`config.mk`:
```
export PLATFORM = sky130hd
export DESIGN_NAME = route_cmd_cntrl
export DESIGN_NICKNAME = d
export VERILOG_FILES = /design/src/rtl/follower_pkg.sv /design/src/rtl/dest_fifo.sv /design/src/rtl/route_cmd_cntrl.sv
export SDC_FILE = /design/constraint.sdc
export NUM_CORES = 1
export LEC_CHECK = 0
export BUFFER_PORTS_ARGS = -buffer_cell sky130_fd_sc_hd__buf_2
export CORE_ASPECT_RATIO = 1.25
export CORE_UTILIZATION = 61
export DETAILED_ROUTE_END_ITERATION = 8
export GPL_TIMING_DRIVEN = 0
export PLACE_DENSITY_LB_ADDON = 0.3
export RECOVER_POWER = 100
export SETUP_SLACK_MARGIN = 0.02
export SLEW_MARGIN = 20
export SYNTH_ARGS = -nofsm -noshare
export SYNTH_HDL_FRONTEND = slang
export SYNTH_SLANG_ARGS = --single-unit
```
`constraint.sdc`:
```
create_clock -name clk -period 3 [get_ports clk]
set_input_delay 0.15 -clock clk [delete_from_list [all_inputs] [get_ports clk]]
set_output_delay 0.15 -clock clk [all_outputs]
set_load 0.1 [all_outputs]
```
`src/rtl/follower_pkg.sv`:
```
// Shared opcodes and FSM state type for the route command controller.
package follower_pkg;

    localparam logic [1:0] OP_STOP  = 2'b00;
    localparam logic [1:0] OP_GO    = 2'b01;
    localparam logic [1:0] OP_QUEUE = 2'b10;
    localparam logic [1:0] OP_RSVD  = 2'b11;

    typedef enum logic {
        IDLE    = 1'b0,
        TRANSIT = 1'b1
    } state_t;

endpackage

```
`src/rtl/dest_fifo.sv`:
```
// Circular destination queue; flush clears it and may load a first entry in the same cycle.
module dest_fifo #(
    parameter int ID_W  = 6,
    parameter int DEPTH = 4
) (
    input  logic                       clk,
    input  logic                       rst_n,
    input  logic                       push,
    input  logic                       pop,
    input  logic                       flush,
    input  logic [ID_W-1:0]            din,
    output logic [ID_W-1:0]            head,
    output logic [$clog2(DEPTH+1)-1:0] cnt,
    output logic                       full,
    output logic                       empty
);

    localparam int PW = (DEPTH > 1) ? $clog2(DEPTH) : 1;
    localparam int CW = $clog2(DEPTH+1);

    logic [ID_W-1:0] mem [DEPTH];
    logic [PW-1:0]   rd_ptr;
    logic [PW-1:0]   wr_ptr;
    logic [CW-1:0]   count;
    logic            do_push;
    logic            do_pop;

    function automatic logic [PW-1:0] nxt(input logic [PW-1:0] p);
        return (p == PW'(DEPTH-1)) ? '0 : p + 1'b1;
    endfunction

    assign full    = (count == CW'(DEPTH));
    assign empty   = (count == '0);
    assign do_push = push && (flush || !full);
    assign do_pop  = pop && !empty && !flush;
    assign head    = empty ? '0 : mem[rd_ptr];
    assign cnt     = count;

    always_ff @(posedge clk) begin
        if (do_push)
            mem[flush ? '0 : wr_ptr] <= din;
    end

    // A flush with push leaves exactly the new entry at slot 0.
    always_ff @(posedge clk or negedge rst_n) begin
        if (!rst_n) begin
            rd_ptr <= '0;
            wr_ptr <= '0;
            count  <= '0;
        end else if (flush) begin
            rd_ptr <= '0;
            wr_ptr <= do_push ? nxt('0) : '0;
            count  <= do_push ? CW'(1) : '0;
        end else begin
            if (do_push)
                wr_ptr <= nxt(wr_ptr);
            if (do_pop)
                rd_ptr <= nxt(rd_ptr);
            case ({do_push, do_pop})
                2'b10:   count <= count + 1'b1;
                2'b01:   count <= count - 1'b1;
                default: count <= count;
            endcase
        end
    end

endmodule

```
`src/rtl/route_cmd_cntrl.sv`:
```
// Multi-destination command controller: decodes route commands, tracks station matches,
// drives go toward motion control and a differential obstruction buzzer.
module route_cmd_cntrl
    import follower_pkg::*;
#(
    parameter int ID_W        = 6,
    parameter int DEPTH       = 4,
    parameter int BUZZ_PERIOD = 12500
) (
    input  logic                       clk,
    input  logic                       rst_n,
    input  logic [ID_W+1:0]            cmd,
    input  logic                       cmd_rdy,
    output logic                       clr_cmd_rdy,
    input  logic [ID_W-1:0]            ID,
    input  logic                       ID_vld,
    output logic                       clr_ID_vld,
    input  logic                       OK2Move,
    output logic                       in_transit,
    output logic                       go,
    output logic                       buzz,
    output logic                       buzz_n,
    output logic [ID_W-1:0]            dest,
    output logic [$clog2(DEPTH+1)-1:0] q_cnt,
    output logic                       arrived,
    output logic                       cmd_err
);

    localparam int BW = (BUZZ_PERIOD > 2) ? $clog2(BUZZ_PERIOD) : 1;

    state_t          state;
    state_t          state_nxt;
    logic [1:0]      opcode;
    logic            push;
    logic            pop;
    logic            flush;
    logic            full;
    logic            empty;
    logic            err_nxt;
    logic            last_pop;
    logic            id_take;
    logic            en;
    logic [BW-1:0]   bcnt;

    assign opcode      = cmd[ID_W+1:ID_W];
    assign clr_cmd_rdy = cmd_rdy;
    assign id_take     = !cmd_rdy && ID_vld;
    assign clr_ID_vld  = id_take;
    assign go          = in_transit & OK2Move;

    dest_fifo #(.ID_W(ID_W), .DEPTH(DEPTH)) u_fifo (
        .clk   (clk),
        .rst_n (rst_n),
        .push  (push),
        .pop   (pop),
        .flush (flush),
        .din   (cmd[ID_W-1:0]),
        .head  (dest),
        .cnt   (q_cnt),
        .full  (full),
        .empty (empty)
    );

    // Commands take priority; station IDs are only acted on in cycles with no command.
    always_comb begin
        state_nxt = state;
        push      = 1'b0;
        pop       = 1'b0;
        flush     = 1'b0;
        err_nxt   = 1'b0;
        last_pop  = 1'b0;
        if (cmd_rdy) begin
            case (opcode)
                OP_STOP: begin
                    flush     = 1'b1;
                    state_nxt = IDLE;
                end
                OP_GO: begin
                    flush     = 1'b1;
                    push      = 1'b1;
                    state_nxt = TRANSIT;
                end
                OP_QUEUE: begin
                    if (full) begin
                        err_nxt = 1'b1;
                    end else begin
                        push      = 1'b1;
                        state_nxt = TRANSIT;
                    end
                end
                default: err_nxt = 1'b1;
            endcase
        end else if (id_take && state == TRANSIT && !empty && ID == dest) begin
            pop = 1'b1;
            if (q_cnt == 1) begin
                last_pop  = 1'b1;
                state_nxt = IDLE;
            end
        end
    end

    always_ff @(posedge clk or negedge rst_n) begin
        if (!rst_n) begin
            state      <= IDLE;
            in_transit <= 1'b0;
            arrived    <= 1'b0;
            cmd_err    <= 1'b0;
        end else begin
            state      <= state_nxt;
            in_transit <= (state_nxt == TRANSIT);
            arrived    <= last_pop;
            cmd_err    <= err_nxt;
        end
    end

    // Buzzer runs only while stalled in transit and restarts from zero each time.
    assign en     = in_transit & ~OK2Move;
    assign buzz_n = en ? ~buzz : 1'b0;

    always_ff @(posedge clk or negedge rst_n) begin
        if (!rst_n) begin
            bcnt <= '0;
            buzz <= 1'b0;
        end else if (!en) begin
            bcnt <= '0;
            buzz <= 1'b0;
        end else begin
            bcnt <= (bcnt == BW'(BUZZ_PERIOD-1)) ? '0 : bcnt + 1'b1;
            buzz <= (bcnt >= BW'(BUZZ_PERIOD/2));
        end
    end

endmodule

```
* After elaboration in Yosys (flattened, before gate mapping)
Memory sizes are Yosys's and may differ from the RTL's. Index checks and enable logic that the tools add are counted.
Word-level totals: register bits 25, RAM bits 24, input port bits 19, memories kept 1
Memories:
- u_fifo.mem | words 4, bits a word 6, rd ports 1, clocked after memory_dff 0, write ports 1, line dest_fifo.sv:21 | logic [ID_W-1:0] mem [DEPTH];
Operators by class: add/sub/neg operators 5, magnitude comparators 1, eq/ne operators 12, multiplexer cells 36, bitwise operators 4, reductions and logical operators 21
Operator list (number):
- $mux 14 | 2
- $mux 1 | 21
- $add 14x1->14 const B | 1
- $eq 14x14->1 const B | 1
- $ge 14x13->1 const B | 1
- $mux 2 | 7
- $eq 2x2->1 const B | 4
- $reduce_bool 2->1 | 4
- $logic_and 1x1->1 | 7
- $eq 6x6->1 | 1
- $mux 6 | 1
- $pmux 3 s2 | 1
- $add 2x1->2 const B | 2
- $eq 2x1->1 const B | 2
- $logic_not 1->1 | 4
- $ne 4x1->1 const B | 1
- $pmux 1 s2 | 2
- $reduce_and 4->1 | 1
- $add 3x1->3 const B | 1
- $eq 3x1->1 const B | 1
- $eq 3x3->1 const B | 1
- $logic_not 3->1 | 1
- $mux 3 | 1
- $ne 3x3->1 const B | 1
- 8 further kinds | 10

* Logic depth before layout (Yosys ltp)
Gate-level depths: netlist of the first run.
depth after elaboration 12, mapped depth 9

* Hierarchy
From an unflattened synthesis of the first run, not the netlist that was laid out.
Unflattened totals: cells, all modules 225, area, all modules 2680.1 sq um
Modules (own cells, without submodules):
- dest_fifo | times used 1, cells each 105, area an instance 1511.4 sq um, seq. area each 895.9 sq um
- route_cmd_cntrl | times used 1, cells each 120, area an instance 1168.6 sq um, seq. area each 450.4 sq um

* Worst setup path after synthesis of the first run
Ideal clock, no wire load.
kind register -> output, start reg u_fifo.count[1] (netlist: u_fifo.cnt[1]), end out dest[1], arrival time 3231 ps, data required time 2850 ps, slack -381 ps, stages on the path, launching flop included 6, buffers on the path 0, path through dfrtp_1 > inv_1 > ha_1 > nor2b_1 > a21o_1 > a21oi_1
Between the ends: word-level cells in the longest chain between the ends 2
RTL lines:
- start: declaration | line dest_fifo.sv:24 | logic [CW-1:0] count;
- start signal: assignment | line dest_fifo.sv:53 | count <= do_push ? CW'(1) : '0;
- start signal: assignment | line dest_fifo.sv:60 | 2'b10: count <= count + 1'b1;
- start signal: assignment | line dest_fifo.sv:61 | 2'b01: count <= count - 1'b1;
- $logic_not 3->1 | line dest_fifo.sv:33 | assign empty = (count == '0);
- $mux 6 | line dest_fifo.sv:36 | assign head = empty ? '0 : mem[rd_ptr];
- end: declaration | line route_cmd_cntrl.sv:23 | output logic [ID_W-1:0] dest,
No other way between the ends.

* Worst setup path after layout of the first run
start reg u_fifo.count[0] (netlist: u_fifo.cnt[0]), end out dest[1]
Same word-level chain as after synthesis.

==> results of run 1 <==
[cells in the final DEF (no fill, tap or decap), types with 3 or more instances in the layout]
master,netlist,layout
sky130_fd_sc_hd__nor3_1,7,7
sky130_fd_sc_hd__nand2_1,23,23
sky130_fd_sc_hd__dfrtp_1,25,25
sky130_fd_sc_hd__and3_1,7,7
sky130_fd_sc_hd__xor2_1,11,11
sky130_fd_sc_hd__mux2i_1,10,10
sky130_fd_sc_hd__a31oi_1,4,4
sky130_fd_sc_hd__a21oi_1,5,4
sky130_fd_sc_hd__o21ai_0,4,5
sky130_fd_sc_hd__nor2_1,24,24
sky130_fd_sc_hd__inv_1,7,7
sky130_fd_sc_hd__ha_1,11,11
sky130_fd_sc_hd__o211ai_1,5,5
sky130_fd_sc_hd__and2_1,5,4
sky130_fd_sc_hd__nor2b_1,4,4
sky130_fd_sc_hd__buf_2,0,10
sky130_fd_sc_hd__clkbuf_8,0,6
sky130_fd_sc_hd__clkbuf_1,4,28
sky130_fd_sc_hd__nand4_1,5,5
sky130_fd_sc_hd__nand2b_1,3,3
sky130_fd_sc_hd__nand3_1,7,7
sky130_fd_sc_hd__xnor2_1,5,5
sky130_fd_sc_hd__edfxtp_1,24,24
[worst reg2reg max path, delay by kind of cell (launching register included)]
| family | cells | cell delay, ns |
|---|---|---|
| flip-flops | 1 | 0.44 |
| adder cells (fa/ha/maj) | 1 | 0.24 |
| buffers and inverters | 1 | 0.09 |
| AO/OA/AOI/OAI | 2 | 0.57 |
| AND/OR/NAND/NOR | 2 | 0.83 |
[layer usage]
layer	vias up	part of all wire, %
met5	-	0
met4	0	1.2
met3	8	3.6
met2	42	52
met1	891	43
li1	945	-
[cells by family (layout without fill, tap and decap cells)]
kind of cell	Yosys count	after routing	share of synthesized area (%)
simple gates	95	95	18.2
flops	49	49	51.2
compound gates	38	38	10.3
xor+xnor	16	16	5.33
mux	14	14	6.62
buf+inv	14	57	3.05
fa+ha+maj	11	11	5.24
[final cells by class]
class                           instances  area, µm²  area share (%)
Buffer                                  7       53.8            1.82
Clock buffer                            7        108            3.64
Clock inverter                          1       7.51           0.254
Inverter                                7       26.3           0.889
Multi-Input combinational cell        174       1190            40.4
Sequential cell                        49       1350            45.6
Tap cell                               56       70.1            2.37
Timing Repair Buffer                   35        150            5.08
[power by group]
group	leakage (nW)	internal [W]	switching, W
registers	0.555	0.000735	0.0000307
logic	0.536	0.0000946	0.000352
clock network	0.0556	0.000238	0.000219
total	1.15	0.00107	0.000602
[path summary, 6_finish.rpt]
path / depth (start not counted) / end
max: 6 / dest[1]
min: 1 / u_fifo.mem[1][3]$_DFFE_PP_
max reg2reg: 6 / u_fifo.mem[2][3]$_DFFE_PP_
min reg2reg: 1 / bcnt[0]$_DFF_PN0_
max in group asynchronous: 2 / bcnt[8]$_DFF_PN0_
min in group asynchronous: 2 / arrived$_DFF_PN0_
[per-stage QoR]
stage	total power (W)	setup WS, ns	instance area (µm²)
floorplan	0.00114	0.194	2630
CTS	0.00168	0.411	3000
global route	0.00174	0.220	2960
finish	0.00167	0.425	2960
detailed placement	0.00124	0.444	2870
global placement	0.00123	0.470	2870
[sequential cells by signal (all words and copies together) (netlist names)]
signal         count
arrived            1
u_fifo.rd_ptr      2
u_fifo.cnt         3
u_fifo.mem        24
cmd_err            1
buzz               1
u_fifo.wr_ptr      2
bcnt              14
state              1
==> flow_summary_export.csv, run 1 <==
group,metric,value,unit
routing,drc,0,
synth,synth.top_cells.by_count,"sky130_fd_sc_hd__dfrtp_1 (25), sky130_fd_sc_hd__edfxtp_1 (24), sky130_fd_sc_hd__nor2_1 (24)",
synth,postSynthAreaPerCell,11.1,µm²
routing,drt-initial-drc-count,113,
global_route,gr-usage-all-layers,23.7,%
layout,fin_util,72.1,%
setup_path,reg2reg_setup_slack,0.44,ns
global_route,grt_overflow,0,
place,place_inst,327,
timing,final_max_slew_viol_count,0,
die,core,4100,µm²
synth,syn_nets,267,
layout,syn2layout_area_growth,12.4,%
synth,synth_enable_flop_cells,24,
power,worst_ir_drop_vdd,0.376,mV
setup_path,cp.buffers_inverters,2,
clock_tree,hold_buffer_count_at_cts,1,
clock_tree,ctsLongestPathBuffers,2,
setup_path,critPathArrivalTime,2.42,ns
timing,setup_viol,0,
worst_hold_path,min_from,"cmd[3]",
power,p_leak,1.15,nW
synth,post-synth-top-area-cell,"sky130_fd_sc_hd__edfxtp_1",
layout,n_antenna_cell,0,
synth,ys_top_cells_by_area,"sky130_fd_sc_hd__edfxtp_1 (27%), sky130_fd_sc_hd__dfrtp_1 (24%), sky130_fd_sc_hd__ha_1 (5.2%), sky130_fd_sc_hd__mux2i_1 (3.8%), sky130_fd_sc_hd__xor2_1 (3.7%)",
clock_tree,post_cts.repair.setup_buffers,0,
synth,synth-warning-count,0,
timing,worst_slew_margin_rel,9.04,%
place,globalplace.congestion,0.852,
die,die_height,75.4,µm
synth,yosysSeqAreaShare,51.2,%
synth,synthDominantCellAreaShare,27.4,%
layout,fillCellCount,310,
setup_path,worstSetupPathType,"flop to output pin",
clock_tree,postCtsResizedCells,0,
die,placementRows,26,
clock_tree,cts_root_buffer,"sky130_fd_sc_hd__clkbuf_8",
global_route,use_met1,29.7,%
global_route,antenna_found_initial,0,
setup_path,cp_slowest_cell,"sky130_fd_sc_hd__clkbuf_1",
die,die-area,4580,µm²
clock_tree,clk_pin_slew,0.10,ns
synth,synth.lib_cells_used.distinct,52,
clock_tree,inserted_clock_buffers,5,
setup_path,crit_family,"buffers and inverters",
timing,timing.fmax,388,MHz
outcome,run_status,"finished, final reports clean",
synth,post-synth-top-count-cell,"sky130_fd_sc_hd__dfrtp_1",
die,initial_utilization,64.1,%
synth,synth_top_flop_cell,"sky130_fd_sc_hd__dfrtp_1",
global_route,first_global_vias,1740,
routing,detailroute.via_count,1886,
routing,viasPerCell,5.61,
setup_path,path_max_fanout,6,
clock_tree,tritoncts_clock_tree,"built",
clock_tree,ctsHtreeMaxLevel,2,
global_route,grt.met3_usage,3.74,%
setup_path,cp-startpoint,"u_fifo.cnt[0]$_DFFE_PN0P_",
synth,ys_async_rst_share,51.0,%
timing,fin_skew,0.0119,ns
power,power.density_cell_area,565,nW/µm²
setup_path,rr_startpoint,"u_fifo.cnt[0]$_DFFE_PN0P_",
clock_tree,worstSkewPairLatency,0.30,ns
global_route,grt_max_degree,26,
setup_path,cp_slowest_stage_delay,0.87,ns
routing,wl_per_cell,14.7,µm
setup_path,critPathRequiredTime,2.85,ns
timing,tightestPinTransition,1.36,ns
timing,final_worst_path_period_share,85.8,%
place,dpl.hpwl,3510,µm
timing,timing.hold.ws,0.106,ns
synth,flip_flop_and_latch_count_after_synthesis,49,
timing,finalHoldViolations,0,
layout,finish.net_count,309,
place,port-buffer-count,34,
global_route,grt_first_pass_wirelength,7850,µm
worst_hold_path,worst_hold_path_type,"input port to flop",
routing,detail-route-antenna-nets,0,
timing,rsz0062_at_grt,"false",
layout,drive_gt1_share,9.64,%
routing,first_pass_iters,4,
clock_tree,number_of_sinks_on_the_clock_net,49,
routing,detail_route.wirelength,4940,µm
timing,tns,0,ns
die,die_x,60.7,µm
global_route,gr-usage-met2,41.5,%
layout,finish.cell_count_without_fillers,336,
setup_path,crit_path_cell_trace,"inv_1 -> ha_1 -> nor2b_1 -> a21o_1 -> a21oi_2 -> clkbuf_1",
setup_path,worstSetupEndpointType,"output pin",
setup_path,timing.critical_path.from_type,"flop",
die,design.portCount,36,
synth,post_synth_inst_count,237,
global_route,top_usage_layer,"met2",
job,max-cap-violations,0,
synth,synth.cell_area,2630,µm²
timing,min_period,2.57,ns
Note: power is estimated with default switching activity, not from simulation.
==> run 2, diff against run 1 <==
--- a/config.mk
+++ b/config.mk
@@ -7,10 +7,11 @@
 export LEC_CHECK = 0
 export BUFFER_PORTS_ARGS = -buffer_cell sky130_fd_sc_hd__buf_2
 export CORE_ASPECT_RATIO = 1.25
+export CORE_MARGIN = 8
 export CORE_UTILIZATION = 61
 export DETAILED_ROUTE_END_ITERATION = 8
 export GPL_TIMING_DRIVEN = 0
-export PLACE_DENSITY_LB_ADDON = 0.3
+export PLACE_DENSITY_LB_ADDON = 0.08
 export RECOVER_POWER = 100
 export SETUP_SLACK_MARGIN = 0.02
 export SLEW_MARGIN = 20
==> constraint.sdc (replaced) <==
create_clock -name clk -period 3 [get_ports clk]
set_input_delay 0.9 -clock clk [delete_from_list [all_inputs] [get_ports clk]]
set_output_delay 0.9 -clock clk [all_outputs]
set_load 0.1 [all_outputs]
==> run 2 against run 1 <==
Compared with the run above: routed wire length up 9.6%; cell count is 0.30% lower; combinational power up 4%; sequential power hardly changed; clock-buffer cell count shrank 2; hold slack better by 0.39 ns; die area is 46% higher; clock power rose by 2%; largest cell class unchanged; largest power group unchanged; highest routed layer unchanged.
==> flow_summary_export.csv, run 2 (synthesis gave the netlist of run 1 again) <==
group,metric,value,unit
routing,drt-initial-drc-count,131,
power,totalPowerFinal,0.00170,W
outcome,run_status,"finished, final reports clean",
global_route,grt_overflow,0,
timing,min_period,2.86,ns
layout,drive_gt1_share,15.1,%
global_route,grt_first_pass_wirelength,8470,µm
timing,timing.hold.ws,0.497,ns
timing,rsz0062_at_grt,"false",
power,worst_ir_drop_vdd,0.411,mV
setup_path,rr_startpoint,"u_fifo.rd_ptr[0]$_DFFE_PN0P_",
global_route,antenna_found_initial,0,
setup_path,reg2reg_setup_slack,0.49,ns
global_route,gr-usage-all-layers,16.8,%
clock_tree,ctsHtreeMaxLevel,2,
layout,finish.net_count,308,
timing,setup_viol,0,
die,die_x,74.7,µm
layout,largest_register_ffs,24,
global_route,grt.met3_usage,4.04,%
setup_path,timing.critical_path.from_type,"flop",
layout,final_area,2990,µm²
die,placementRows,26,
setup_path,worstSetupEndpointType,"output pin",
clock_tree,number_of_sinks_on_the_clock_net,49,
timing,timing.final.ws_setup,0.137,ns
place,postPlaceCellArea,2890,µm²
layout,final_common_cell,"sky130_fd_sc_hd__dfrtp_1",
layout,most-common-layout-cells,"sky130_fd_sc_hd__dfrtp_1 (25), sky130_fd_sc_hd__edfxtp_1 (24), sky130_fd_sc_hd__nand2_1 (23), sky130_fd_sc_hd__nor2_1 (23), sky130_fd_sc_hd__clkbuf_1 (21)",
clock_tree,inserted_clock_buffers,5,
clock_tree,post_cts.repair.setup_buffers,0,
setup_path,r2r.worst_path.cells,8,
timing,finalHoldViolations,0,
global_route,gr-usage-met2,29.4,%
routing,viasPerCell,5.84,
die,design.portCount,36,
layout,syn2layout_area_growth,13.8,%
clock_tree,clk_pin_slew,0.09,ns
timing,worst_slew_margin_rel,14.8,%
setup_path,critPathRequiredTime,2.10,ns
die,die_height,89.4,µm
timing,tightestPinTransition,1.28,ns
clock_tree,ctsLongestPathBuffers,2,
die,core,4130,µm²
clock_tree,worstSkewPairLatency,0.30,ns
layout,top_register,"u_fifo.mem",
routing,drc,0,
routing,wl_per_cell,16.1,µm
setup_path,cp-endpoint,"dest[3]",
place,globalplace.congestion,0.833,
timing,fin_skew,0.0102,ns
timing,final_worst_path_period_share,95.4,%
timing,timing.fmax,349,MHz
place,dpl.hpwl,3840,µm
setup_path,path_max_fanout,8,
routing,detail_route.wirelength,5410,µm
routing,detail-route-antenna-nets,0,
setup_path,worstSetupPathType,"flop to output pin",
clock_tree,tritoncts_clock_tree,"built",
job,max-cap-violations,0,
global_route,first_global_vias,1906,
routing,detailroute.via_count,1955,
setup_path,critPathArrivalTime,1.96,ns
power,p_leak,1.17,nW
clock_tree,hold_buffer_count_at_cts,0,
die,die-area,6680,µm²
global_route,top_usage_layer,"met2",
global_route,use_met1,18.8,%
routing,first_pass_iters,4,
timing,final_max_slew_viol_count,0,
clock_tree,cts_root_buffer,"sky130_fd_sc_hd__clkbuf_8",
setup_path,cp-startpoint,"u_fifo.cnt[0]$_DFFE_PN0P_",
place,preCtsSetupSlack,-0.179,ns
layout,n_antenna_cell,0,
power,power.density_cell_area,568,nW/µm²
worst_hold_path,worst_hold_path_type,"flop to flop",
global_route,grt_max_degree,26,
die,initial_utilization,63.6,%
place,port-buffer-count,34,
setup_path,regToRegEndpoint,"state$_DFFE_PN0P_",
==> run 2: changes by cell type in the layout (fill, tap and decap cells not counted), moves of 3 or more <==
cell                       change
sky130_fd_sc_hd__and3_2        +3
sky130_fd_sc_hd__clkbuf_2      +3
sky130_fd_sc_hd__clkbuf_4      +5
sky130_fd_sc_hd__and3_1        -3
sky130_fd_sc_hd__clkbuf_1      -7
==> run 2: area by class of cell <==
cell class / instances / area [µm²]
sequential: 49 / 1350
multi-input combinational: 174 / 1220
clock inverter: 3 / 41.3
inverter: 7 / 26.3
fill: 316 / 1140
tap: 56 / 70.1
clock buffer: 5 / 68.8
timing repair buffer: 34 / 161
buffer: 7 / 53.8
==> run 2: how the worst min path moves through the flow <==
stage | from | endpoint | slack [ns] | cells after the start
floorplan | bcnt[0]$_DFF_PN0_ | bcnt[0]$_DFF_PN0_ | 0.47 | 1
global placement | bcnt[0]$_DFF_PN0_ | bcnt[0]$_DFF_PN0_ | 0.49 | 1
detailed placement | bcnt[0]$_DFF_PN0_ | bcnt[0]$_DFF_PN0_ | 0.49 | 1
CTS | bcnt[0]$_DFF_PN0_ | bcnt[0]$_DFF_PN0_ | 0.50 | 1
global route | bcnt[0]$_DFF_PN0_ | bcnt[0]$_DFF_PN0_ | 0.53 | 1
finish | bcnt[0]$_DFF_PN0_ | bcnt[0]$_DFF_PN0_ | 0.50 | 1
==> run 2: layer usage <==
layer	vias to the layer above	wire length, µm	part of all wire [%]
met5	-	0	0
met4	0	123	2.3
met3	14	281	5.2
met2	53	2770	51
met1	944	2230	41
li1	944	-	-
==> run 2: power breakdown <==
part           switching (W)  internal [W]  total [W]  leakage, nW
sequential         0.0000306      0.000735   0.000766        0.555
combinational       0.000361      0.000105   0.000466        0.563
clock               0.000220      0.000245   0.000466       0.0518
==> run 2: what timing repair did <==
item	CTS	global route
endpoints found under the setup margin	0	17
endpoints found under the hold margin	0	0
resized for setup	0	7
==> run 2: critical path, cell delays in order, from the launching register on <==
cell,delay (ns)
sky130_fd_sc_hd__dfrtp_1,0.45
sky130_fd_sc_hd__inv_1,0.09
sky130_fd_sc_hd__ha_1,0.25
sky130_fd_sc_hd__nand2b_1,0.25
sky130_fd_sc_hd__and2_2,0.20
sky130_fd_sc_hd__buf_2,0.42
==> run 2: per-stage QoR <==
step | utilization, % | cells | TNS [ns]
finish | 72.4 | 335 | 0
global route | 72.4 | 335 | 0
CTS | 72.7 | 335 | 0
detailed placement | 70.0 | 327 | -2.05
global placement | 70.0 | 327 | -1.77
floorplan | - | 237 | -0.226
